<file path="config.mk">
export PLATFORM = sky130hd
export DESIGN_NAME = conv_sequencer_flat
export DESIGN_NICKNAME = d
export VERILOG_FILES = /design/src/rtl/conv_sequencer_if.sv /design/src/rtl/conv_sequencer.sv /design/src/flat_wrapper.sv
export SDC_FILE = /design/constraint.sdc
export NUM_CORES = 1
export LEC_CHECK = 0
export BUFFER_PORTS_ARGS = -buffer_cell sky130_fd_sc_hd__buf_2
export CORE_ASPECT_RATIO = 0.7
export CORE_MARGIN = 1.5
export CORE_UTILIZATION = 53
export DETAILED_ROUTE_END_ITERATION = 8
export PLACE_DENSITY = 0.95
export RECOVER_POWER = 50
export SLEW_MARGIN = 20
export SYNTH_ARGS = -nofsm -noshare
export SYNTH_HDL_FRONTEND = slang
export SYNTH_SLANG_ARGS = --single-unit
</file>
<file path="constraint.sdc">
create_clock -name clk -period 4.5 [get_ports clk]
set_input_delay 0.45 -clock clk [delete_from_list [all_inputs] [get_ports clk]]
set_output_delay 0.45 -clock clk [all_outputs]
set_load 0.01 [all_outputs]
</file>
<file path="src/rtl/conv_sequencer_if.sv">
// conv_sequencer_if
//   Handshake bundle between the conversion session controller and the hex->IEEE754
//   converter FSM.
//   Signals:
//     conv_start   controller -> converter  one-cycle start strobe (R_I)
//     conv_data    controller -> converter  16-bit operand, stable from start until clear
//     conv_reset   controller -> converter  one-cycle converter reset strobe
//     conv_done    converter -> controller  result valid (R_O)
//     conv_error   converter -> controller  conversion error flag
//     conv_result  converter -> controller  16-bit result
//   Modports: master = session controller side, slave = converter side.
interface conv_sequencer_if;
   logic        conv_start;
   logic [15:0] conv_data;
   logic        conv_reset;
   logic        conv_done;
   logic        conv_error;
   logic [15:0] conv_result;

   modport master (
      output conv_start, conv_data, conv_reset,
      input  conv_done, conv_error, conv_result
   );

   modport slave (
      input  conv_start, conv_data, conv_reset,
      output conv_done, conv_error, conv_result
   );
endinterface

</file>
<file path="src/rtl/conv_sequencer.sv">
// conv_sequencer
//   Session controller for the hex-entry -> IEEE754 conversion path. Counts entered digits,
//   launches the converter on confirm, watches for done/error/timeout, latches the result and
//   selects the word/mask shown by the segment controller.
//   Ports:
//     clk            system clock
//     reset          asynchronous, active-high reset
//     enter_pulse    one-cycle debounced enter strobe
//     confirm_pulse  one-cycle debounced confirm strobe
//     clear_pulse    one-cycle debounced user reset strobe
//     entry_word     shift register contents (32 bits)
//     entry_mask     shift register digit mask (8 bits)
//     conv           converter handshake (master side of conv_sequencer_if)
//     show_word      word to segment controller
//     show_mask      mask to segment controller
//     error          sticky error indicator
//     busy           high while a conversion is being launched or awaited
//     state          current state code, debug (IDLE=0 ENTRY=1 START=2 BUSY=3 SHOW=4 FAULT=5)
//   All outputs are registered.
module conv_sequencer #(
   parameter int unsigned DIGITS_MAX     = 4,
   parameter int unsigned TIMEOUT_CYCLES = 1024,
   parameter logic [7:0]  SHOW_MASK      = 8'hF0
) (
   input  logic             clk,
   input  logic             reset,
   input  logic             enter_pulse,
   input  logic             confirm_pulse,
   input  logic             clear_pulse,
   input  logic [31:0]      entry_word,
   input  logic [7:0]       entry_mask,
   conv_sequencer_if.master conv,
   output logic [31:0]      show_word,
   output logic [7:0]       show_mask,
   output logic             error,
   output logic             busy,
   output logic [2:0]       state
);

   localparam int unsigned CntW = $clog2(DIGITS_MAX + 1);
   localparam int unsigned TmrW = $clog2(TIMEOUT_CYCLES + 1);
   localparam logic [CntW-1:0] CntMax  = CntW'(DIGITS_MAX);
   localparam logic [TmrW-1:0] TmrLast = TmrW'(TIMEOUT_CYCLES - 1);

   typedef enum logic [2:0] {
      StIdle  = 3'd0,
      StEntry = 3'd1,
      StStart = 3'd2,
      StBusy  = 3'd3,
      StShow  = 3'd4,
      StFault = 3'd5
   } state_e;

   state_e          state_q, state_d;
   logic [CntW-1:0] digit_cnt_q, digit_cnt_d;
   logic [TmrW-1:0] timer_q, timer_d;
   logic [15:0]     conv_data_q, conv_data_d;
   logic [31:0]     show_word_q, show_word_d;
   logic [7:0]      show_mask_q, show_mask_d;
   logic            error_q, error_d;
   logic            busy_q, busy_d;
   logic            conv_start_q, conv_start_d;
   logic            conv_reset_q, conv_reset_d;

   logic            confirm_ok;
   logic            timeout;

   // ENTRY is only reachable through an enter, so the digit check is a safety net.
   assign confirm_ok = confirm_pulse && (digit_cnt_q != '0);
   assign timeout    = (timer_q == TmrLast);

   // State and output registers
   always_ff @(posedge clk or posedge reset) begin
      if (reset) begin
         state_q      <= StIdle;
         digit_cnt_q  <= '0;
         timer_q      <= '0;
         conv_data_q  <= '0;
         show_word_q  <= '0;
         show_mask_q  <= '0;
         error_q      <= 1'b0;
         busy_q       <= 1'b0;
         conv_start_q <= 1'b0;
         conv_reset_q <= 1'b0;
      end else begin
         state_q      <= state_d;
         digit_cnt_q  <= digit_cnt_d;
         timer_q      <= timer_d;
         conv_data_q  <= conv_data_d;
         show_word_q  <= show_word_d;
         show_mask_q  <= show_mask_d;
         error_q      <= error_d;
         busy_q       <= busy_d;
         conv_start_q <= conv_start_d;
         conv_reset_q <= conv_reset_d;
      end
   end

   // Next-state logic; clear_pulse overrides everything.
   always_comb begin
      state_d = state_q;
      if (clear_pulse) begin
         state_d = StIdle;
      end else begin
         case (state_q)
            StIdle: begin
               if (enter_pulse) state_d = StEntry;
            end
            StEntry: begin
               if (confirm_ok) state_d = StStart;
            end
            StStart: state_d = StBusy;
            StBusy: begin
               if (conv.conv_error)     state_d = StFault;
               else if (conv.conv_done) state_d = StShow;
               else if (timeout)        state_d = StFault;
            end
            StShow:  state_d = StShow;
            StFault: state_d = StFault;
            default: state_d = StIdle;
         endcase
      end
   end

   // Output and datapath next values
   always_comb begin
      digit_cnt_d  = digit_cnt_q;
      timer_d      = timer_q;
      conv_data_d  = conv_data_q;
      show_word_d  = show_word_q;
      show_mask_d  = show_mask_q;
      error_d      = error_q;
      conv_reset_d = clear_pulse;
      // Registered strobes follow the state they belong to.
      conv_start_d = (state_d == StStart);
      busy_d       = (state_d == StStart) || (state_d == StBusy);

      if (clear_pulse) begin
         digit_cnt_d = '0;
         timer_d     = '0;
         conv_data_d = '0;
         show_word_d = '0;
         error_d     = 1'b0;
      end else begin
         case (state_q)
            StIdle, StEntry: begin
               show_word_d = entry_word;
               show_mask_d = entry_mask;
               if ((state_q == StEntry) && confirm_ok) begin
                  conv_data_d = entry_word[15:0];
               end else if (enter_pulse && (digit_cnt_q != CntMax)) begin
                  digit_cnt_d = digit_cnt_q + CntW'(1);
               end
            end
            StStart: begin
               timer_d = '0;
            end
            StBusy: begin
               // Exit is forced at TmrLast, so the timer tops out at TIMEOUT_CYCLES.
               timer_d = timer_q + TmrW'(1);
               if (conv.conv_error) begin
                  error_d = 1'b1;
               end else if (conv.conv_done) begin
                  show_word_d = {16'h0000, conv.conv_result};
                  show_mask_d = SHOW_MASK;
               end else if (timeout) begin
                  error_d = 1'b1;
               end
            end
            default: ;
         endcase
      end
   end

   assign conv.conv_start = conv_start_q;
   assign conv.conv_data  = conv_data_q;
   assign conv.conv_reset = conv_reset_q;
   assign show_word       = show_word_q;
   assign show_mask       = show_mask_q;
   assign error           = error_q;
   assign busy            = busy_q;
   assign state           = state_q;

endmodule
</file>
<file path="src/flat_wrapper.sv">
// flat-port wrapper written by rule: the top's interface ports become plain ports
module conv_sequencer_flat 
#(
   parameter int unsigned DIGITS_MAX     = 4,
   parameter int unsigned TIMEOUT_CYCLES = 1024,
   parameter logic [7:0]  SHOW_MASK      = 8'hF0
)
  (clk, reset, enter_pulse, confirm_pulse, clear_pulse, entry_word, entry_mask, show_word, show_mask, error, busy, state, conv_conv_start, conv_conv_data, conv_conv_reset, conv_conv_done, conv_conv_error, conv_conv_result);
  conv_sequencer_if conv_i ();
  input  logic clk;
  input  logic reset;
  input  logic enter_pulse;
  input  logic confirm_pulse;
  input  logic clear_pulse;
  input  logic [31:0] entry_word;
  input  logic [7:0] entry_mask;
  output logic [31:0] show_word;
  output logic [7:0] show_mask;
  output logic error;
  output logic busy;
  output logic [2:0] state;
  output wire logic [$bits(conv_i.conv_start)-1:0] conv_conv_start;
  output wire logic [$bits(conv_i.conv_data)-1:0] conv_conv_data;
  output wire logic [$bits(conv_i.conv_reset)-1:0] conv_conv_reset;
  input wire logic [$bits(conv_i.conv_done)-1:0] conv_conv_done;
  input wire logic [$bits(conv_i.conv_error)-1:0] conv_conv_error;
  input wire logic [$bits(conv_i.conv_result)-1:0] conv_conv_result;
  assign conv_conv_start = conv_i.conv_start;
  assign conv_conv_data = conv_i.conv_data;
  assign conv_conv_reset = conv_i.conv_reset;
  assign conv_i.conv_done = conv_conv_done;
  assign conv_i.conv_error = conv_conv_error;
  assign conv_i.conv_result = conv_conv_result;
  conv_sequencer #(.DIGITS_MAX(DIGITS_MAX), .TIMEOUT_CYCLES(TIMEOUT_CYCLES), .SHOW_MASK(SHOW_MASK)) u_core (.clk(clk), .reset(reset), .enter_pulse(enter_pulse), .confirm_pulse(confirm_pulse), .clear_pulse(clear_pulse), .entry_word(entry_word), .entry_mask(entry_mask), .conv(conv_i), .show_word(show_word), .show_mask(show_mask), .error(error), .busy(busy), .state(state));
endmodule
</file>
# After elaboration in Yosys (flattened, before gate mapping)

Cells that the tools add are included.

Register bits: 77
Output and inout port bits: 63
Word-level logic and storage cells: 76

$add $sub $neg: 2
Eq/ne operators: 15
Multiplexer cells: 28
Bitwise operators: 1
Reductions and logical operators: 20

Operator list:

| operator              | number |
|---|---|
| $mux 32               | 3 |
| $pmux 32 s2           | 1 |
| $mux 16               | 3 |
| $mux 3                | 10 |
| $pmux 11 s2           | 1 |
| $pmux 3 s6            | 1 |
| $mux 8                | 2 |
| $pmux 8 s2            | 1 |
| $eq 3x2->1 const B    | 4 |
| $reduce_bool 3->1     | 4 |
| $add 11x1->11 const B | 1 |
| $eq 11x10->1 const B  | 1 |
| $mux 11               | 1 |
| $reduce_bool 2->1     | 5 |
| $ne 3x3->1 const B    | 3 |
| $reduce_and 3->1      | 3 |
| $eq 3x3->1 const B    | 2 |
| $ne 2x2->1 const B    | 3 |
| $mux 1                | 5 |
| $reduce_and 4->1      | 1 |
| $add 3x1->3 const B   | 1 |
| $eq 3x1->1 const B    | 1 |
| $logic_and 1x1->1     | 3 |
| $logic_not 3->1       | 1 |
| other kinds (5)       | 5 |

# Depth between registers and ports, before layout

Depth after elaboration: 8
Mapped depth: 7
Depth with buffers taken out: 6

# Worst setup path before layout

OpenSTA, ideal clock, no wires.

Kind: register to register
From: register u_core.timer_q[0]
To: register u_core.busy_q, in the netlist u_core.busy
Setup time: 0.131 ns
Data arrival time: 1.727 ns
Setup slack: 2.642 ns
Cell stages (with the launch flop): 6
Path through: dfrtp_1 -> ha_1 -> nand3_2 -> or4_4 -> and4_4 -> or3_1

Word-level cells in the longest chain between the ends: 8

RTL lines:

| item                    | line                  | source |
|---|---|---|
| start, declared         | conv_sequencer.sv:56  | `logic [TmrW-1:0] timer_q, timer_d;` |
| start signal, assigned  | conv_sequencer.sv:88  | `timer_q <= timer_d;` |
| $eq 11x10->1 (*)        | conv_sequencer.sv:70  | `assign timeout = (timer_q == TmrLast);` |
| $mux 3 (*)              | conv_sequencer.sv:116 | `else if (timeout) state_d = StFault;` |
| $mux 3 (*)              | conv_sequencer.sv:115 | `else if (conv.conv_done) state_d = StShow;` |
| $mux 3 (*)              | conv_sequencer.sv:114 | `if (conv.conv_error) state_d = StFault;` |
| $pmux 3 s6 (*)          | conv_sequencer.sv:105 | `case (state_q)` |
| $mux 3 (*)              | conv_sequencer.sv:102 | `if (clear_pulse) begin` |
| $eq 3x2->1              | conv_sequencer.sv:136 | `busy_d = (state_d == StStart) \|\| (state_d == StBusy);` |
| $logic_or 1x1->1 (*)    | conv_sequencer.sv:136 |  |
| named net u_core.busy_d | conv_sequencer.sv:61  | `logic busy_q, busy_d;` |
| end signal, assigned    | conv_sequencer.sv:93  | `busy_q <= busy_d;` |
| end, declared           | conv_sequencer.sv:61  |  |

The timed path passes the listed nets; every way through them passes the cells marked *.
A chain may end at the register's enable or synchronous reset.

# Worst setup path in the final report

From: input clear_pulse
To: register u_core.show_word_q[0], in the netlist u_core.show_word[0]

Word-level cells in the longest chain between the ends: 2

RTL lines:

| item                                                      | line                 | source |
|---|---|---|
| start, declared                                           | flat_wrapper.sv:14   | `input logic clear_pulse;` |
| $ne 3x3->1 (no line) or $reduce_bool 3->1 (tied branches) | --                   |  |
| $reduce_and 3->1 (no line)                                | --                   |  |
| end signal, assigned                                      | conv_sequencer.sv:90 | `show_word_q <= show_word_d;` |
| end, declared                                             | conv_sequencer.sv:58 | `logic [31:0] show_word_q, show_word_d;` |

Several ways; a longest one is shown, not always the timed one.

==> impl_results.md <==
- Clk sinks: just under 80
- Yosys top cell area share: between 50 and 60%
- Filler cells: between 400 and 500
- Num CTS Buffers: 9
- Site Rows: 23
- Die Span X: 98.0 um
- Vias in the first global route: 2792
- TritonCTS clock tree: built
- Setup Viol. Count Final: 0
- CTS clk-pin slew, worst paths: 80 ps
- RSZ-0062 raised after global routing: no
- Distinct cells, synth: 45
- DRC viols: 0
- Core area: approximately 5900 um2
- Max clock buf depth: 2
- Crit Reg-Reg Endpoint: u_core.digit_cnt_q[0]
- Post-CTS setup buffers: 0
- Area Overhead vs Synth: 25.5%
- Layout Utilization: a little under three quarters
- DIE AREA: 6810 um2
- Final Max Slew Viols: between 70 and 80
- Total Neg Setup Slack: 0 ps
- R2r startpoint: u_core.state[1]
- Synth async-reset ratio: 100%
- Crit path to: u_core.show_word[0]
- Yosys reg bits: 77
- Initial DRC count: 249
- Die Y: about 69 um
- CTS root buffer: clkbuf_8
- HP Class: in2reg
- PwrDens: 385 nW/um2
- Final ANT Viol Nets: 0
- Fin nets: 487
- Slew @ Worst Pin: 1830 ps
- Tot Pwr: between 0.0015 and 0.002 W
- Worst R2R Path Depth: 4
- Relative slew slack: -22.3%
- Pin count of the biggest net entering global routing: 78
- Post-synth EDFFs: 0
- Status: finished with violations
- Fmax: 395 MHz
- IO Pins: 126
- Power share of the clock group: 36.9%
- Setup CP Type: in2reg
- PostCTS Resize Cnt: 0
- H-tree levels: 3
- Leakage: about 2.2 nW
- Syn_nets: about 370
- Cell count after synthesis: 302
- Share of post-route cells with drive strength above 1: 29.1%
- Yosys Warn Count: 0
- Flop pwr share: 48.2%
- Post-synthesis sequential area ratio: 57.6%
- Largest cells by area after synthesis: dfrtp_1 (58%), nor2_1 (6.8%), a22o_1 (5.8%)
- Switching Share: 27.4%
- WL final: 8690 um
- Final Hold Vio Count: 0
- CP required: about 4700 ps
- Critical Path Sink Type: flop
- Commonest non-fill, non-tap cells in the layout: buf_2 (94), dfrtp_1 (77), nor2_1 (60)
- CP startpoint kind: input port
- Syn_area_per_cell: 11.1 um2
- Logic pwr share: 15.0%
- Crit path DAT: between 2000 and 3000 ps
- Via Count: slightly below 3000
- Remaining Overflow, GRT: 0
- PortBufs: 125
- Max rail drop VDD: between 200 and 250 uV
- Post-route minimum period: 2530 ps
- Final period utilization: a little under three fifths
- Most common cell after layout, fill and taps aside: buf_2
- Ys flop type: dfrtp_1
- Net switching power: 0.000443 W
- Internal: 0.00117 W
- CP Max Fanout: 30
- Hpwl dp: 6010 um
- Worst setup path start: clear_pulse
- Area leader, netlist: dfrtp_1
- # diodes: 0
- Initial antenna violation count: 0
- Starting Density: around 57%
- Violated checks: max-capacitance violations, max-slew violations
- Global-route wire length before repair: 13800 um
- Post-Syn Area: between 3000 and 4000 um2
- Hold Buf Count CTS: 0
- Clock skew: ~13 ps
- R2R Setup Slk: 2180 ps
- WL/cell: roughly 17 um
- Total track usage: 25.8%
- Routability congestion estimate: 0.864
- Worst-skew pair later-pin latency: 360 ps
- Max cap viols: 1
- Post-DR vias/cell: 5.75
- Pre-antenna DRT Iters: 4
power by group through the flow:
| stage | clock network, W | logic (W) | registers [W] |
|---|---|---|---|
| 4_1_cts | 0.000605 | 0.000251 | 0.000776 |
| 2_1_floorplan | 0 | 0.000120 | 0.000807 |
| 6_report | 0.000596 | 0.000242 | 0.000778 |
| 5_1_grt | 0.000633 | 0.000266 | 0.000784 |
| 3_3_place_gp | 0 | 0.000238 | 0.000787 |
| 3_5_place_dp | 0 | 0.000250 | 0.000788 |
flip-flops by register name, indices dropped and copies added, names as in the netlist:
signal                  count
u_core.digit_cnt_q          3
u_core.conv.conv_reset      1
u_core.conv.conv_start      1
u_core.busy                 1
u_core.conv.conv_data      16
u_core.error                1
u_core.show_mask            8
u_core.state                3
u_core.show_word           32
u_core.timer_q             11
cell type report:
type,count,area (um2),area share (%)
sequential,77,1930,45.9
multi-input combinational,197,1310,31.3
timing repair buffer,127,599,14.3
clock buffer,10,138,3.28
clock inverter,6,93.8,2.23
tap,75,93.8,2.23
inverter,9,33.8,0.805
critical path: stages:
cell	delay (ps)
clkbuf_1	1010
nor2_1	190
and3_1	550
a221oi_1	460
nor2_1	90
Yosys cell counts (all sizes together), types with 3 or more instances:
cell type / instances
a22o: 22
dfrtp: 77
nand2: 10
o21ai: 14
o22a: 4
nand3: 7
mux2i: 17
nand2b: 3
buf: 9
inv: 9
clkbuf: 10
nor2: 61
and3: 5
nor3: 3
ha: 3
a21oi: 5
a221oi: 16
stage by stage:
stage | setup slack, ps | area (um2) | hold slack [ps] | cells
5_1_grt | 1780 | 4200 | 286 | 501
3_5_place_dp | 2080 | 4000 | 473 | 485
4_1_cts | 2180 | 4240 | 292 | 501
2_1_floorplan | 2080 | 3350 | 445 | 302
3_3_place_gp | 2250 | 4000 | 468 | 485
6_report | 1970 | 4200 | 304 | 501
metal layers:
| metal | global-route usage, % | part of all wire [%] |
|---|---|---|
| met5 | 0 | 0 |
| met1 | 33.7 | 42 |
| met2 | 41.5 | 46 |
| met3 | 8.57 | 10 |
| met4 | 7.14 | 1.3 |
worst min-delay path by stage:
stage / cells past startpoint / from / endpoint / slack, ps
5_1_grt: 2 / entry_word[26] / u_core.show_word[26] / 290
3_3_place_gp: 1 / u_core.show_mask[7] / u_core.show_mask[7] / 470
6_report: 2 / entry_word[19] / u_core.show_word[19] / 300
4_1_cts: 2 / entry_word[19] / u_core.show_word[19] / 290
2_1_floorplan: 1 / u_core.timer_q[9] / u_core.timer_q[9] / 450
3_5_place_dp: 1 / u_core.show_mask[6] / u_core.show_mask[6] / 470
logic make-up (layout without fill, tap and decap cells):
kind of cell,after synthesis,count (layout),synth area share (%)
compound gates,76,76,17.8
xor+xnor,2,2,0.524
fa+ha+maj,3,3,1.12
buf+inv,28,152,3.81
flops,77,77,57.6
mux,18,18,5.53
simple gates,98,98,13.7
Note: power is estimated with default switching activity, not from simulation.
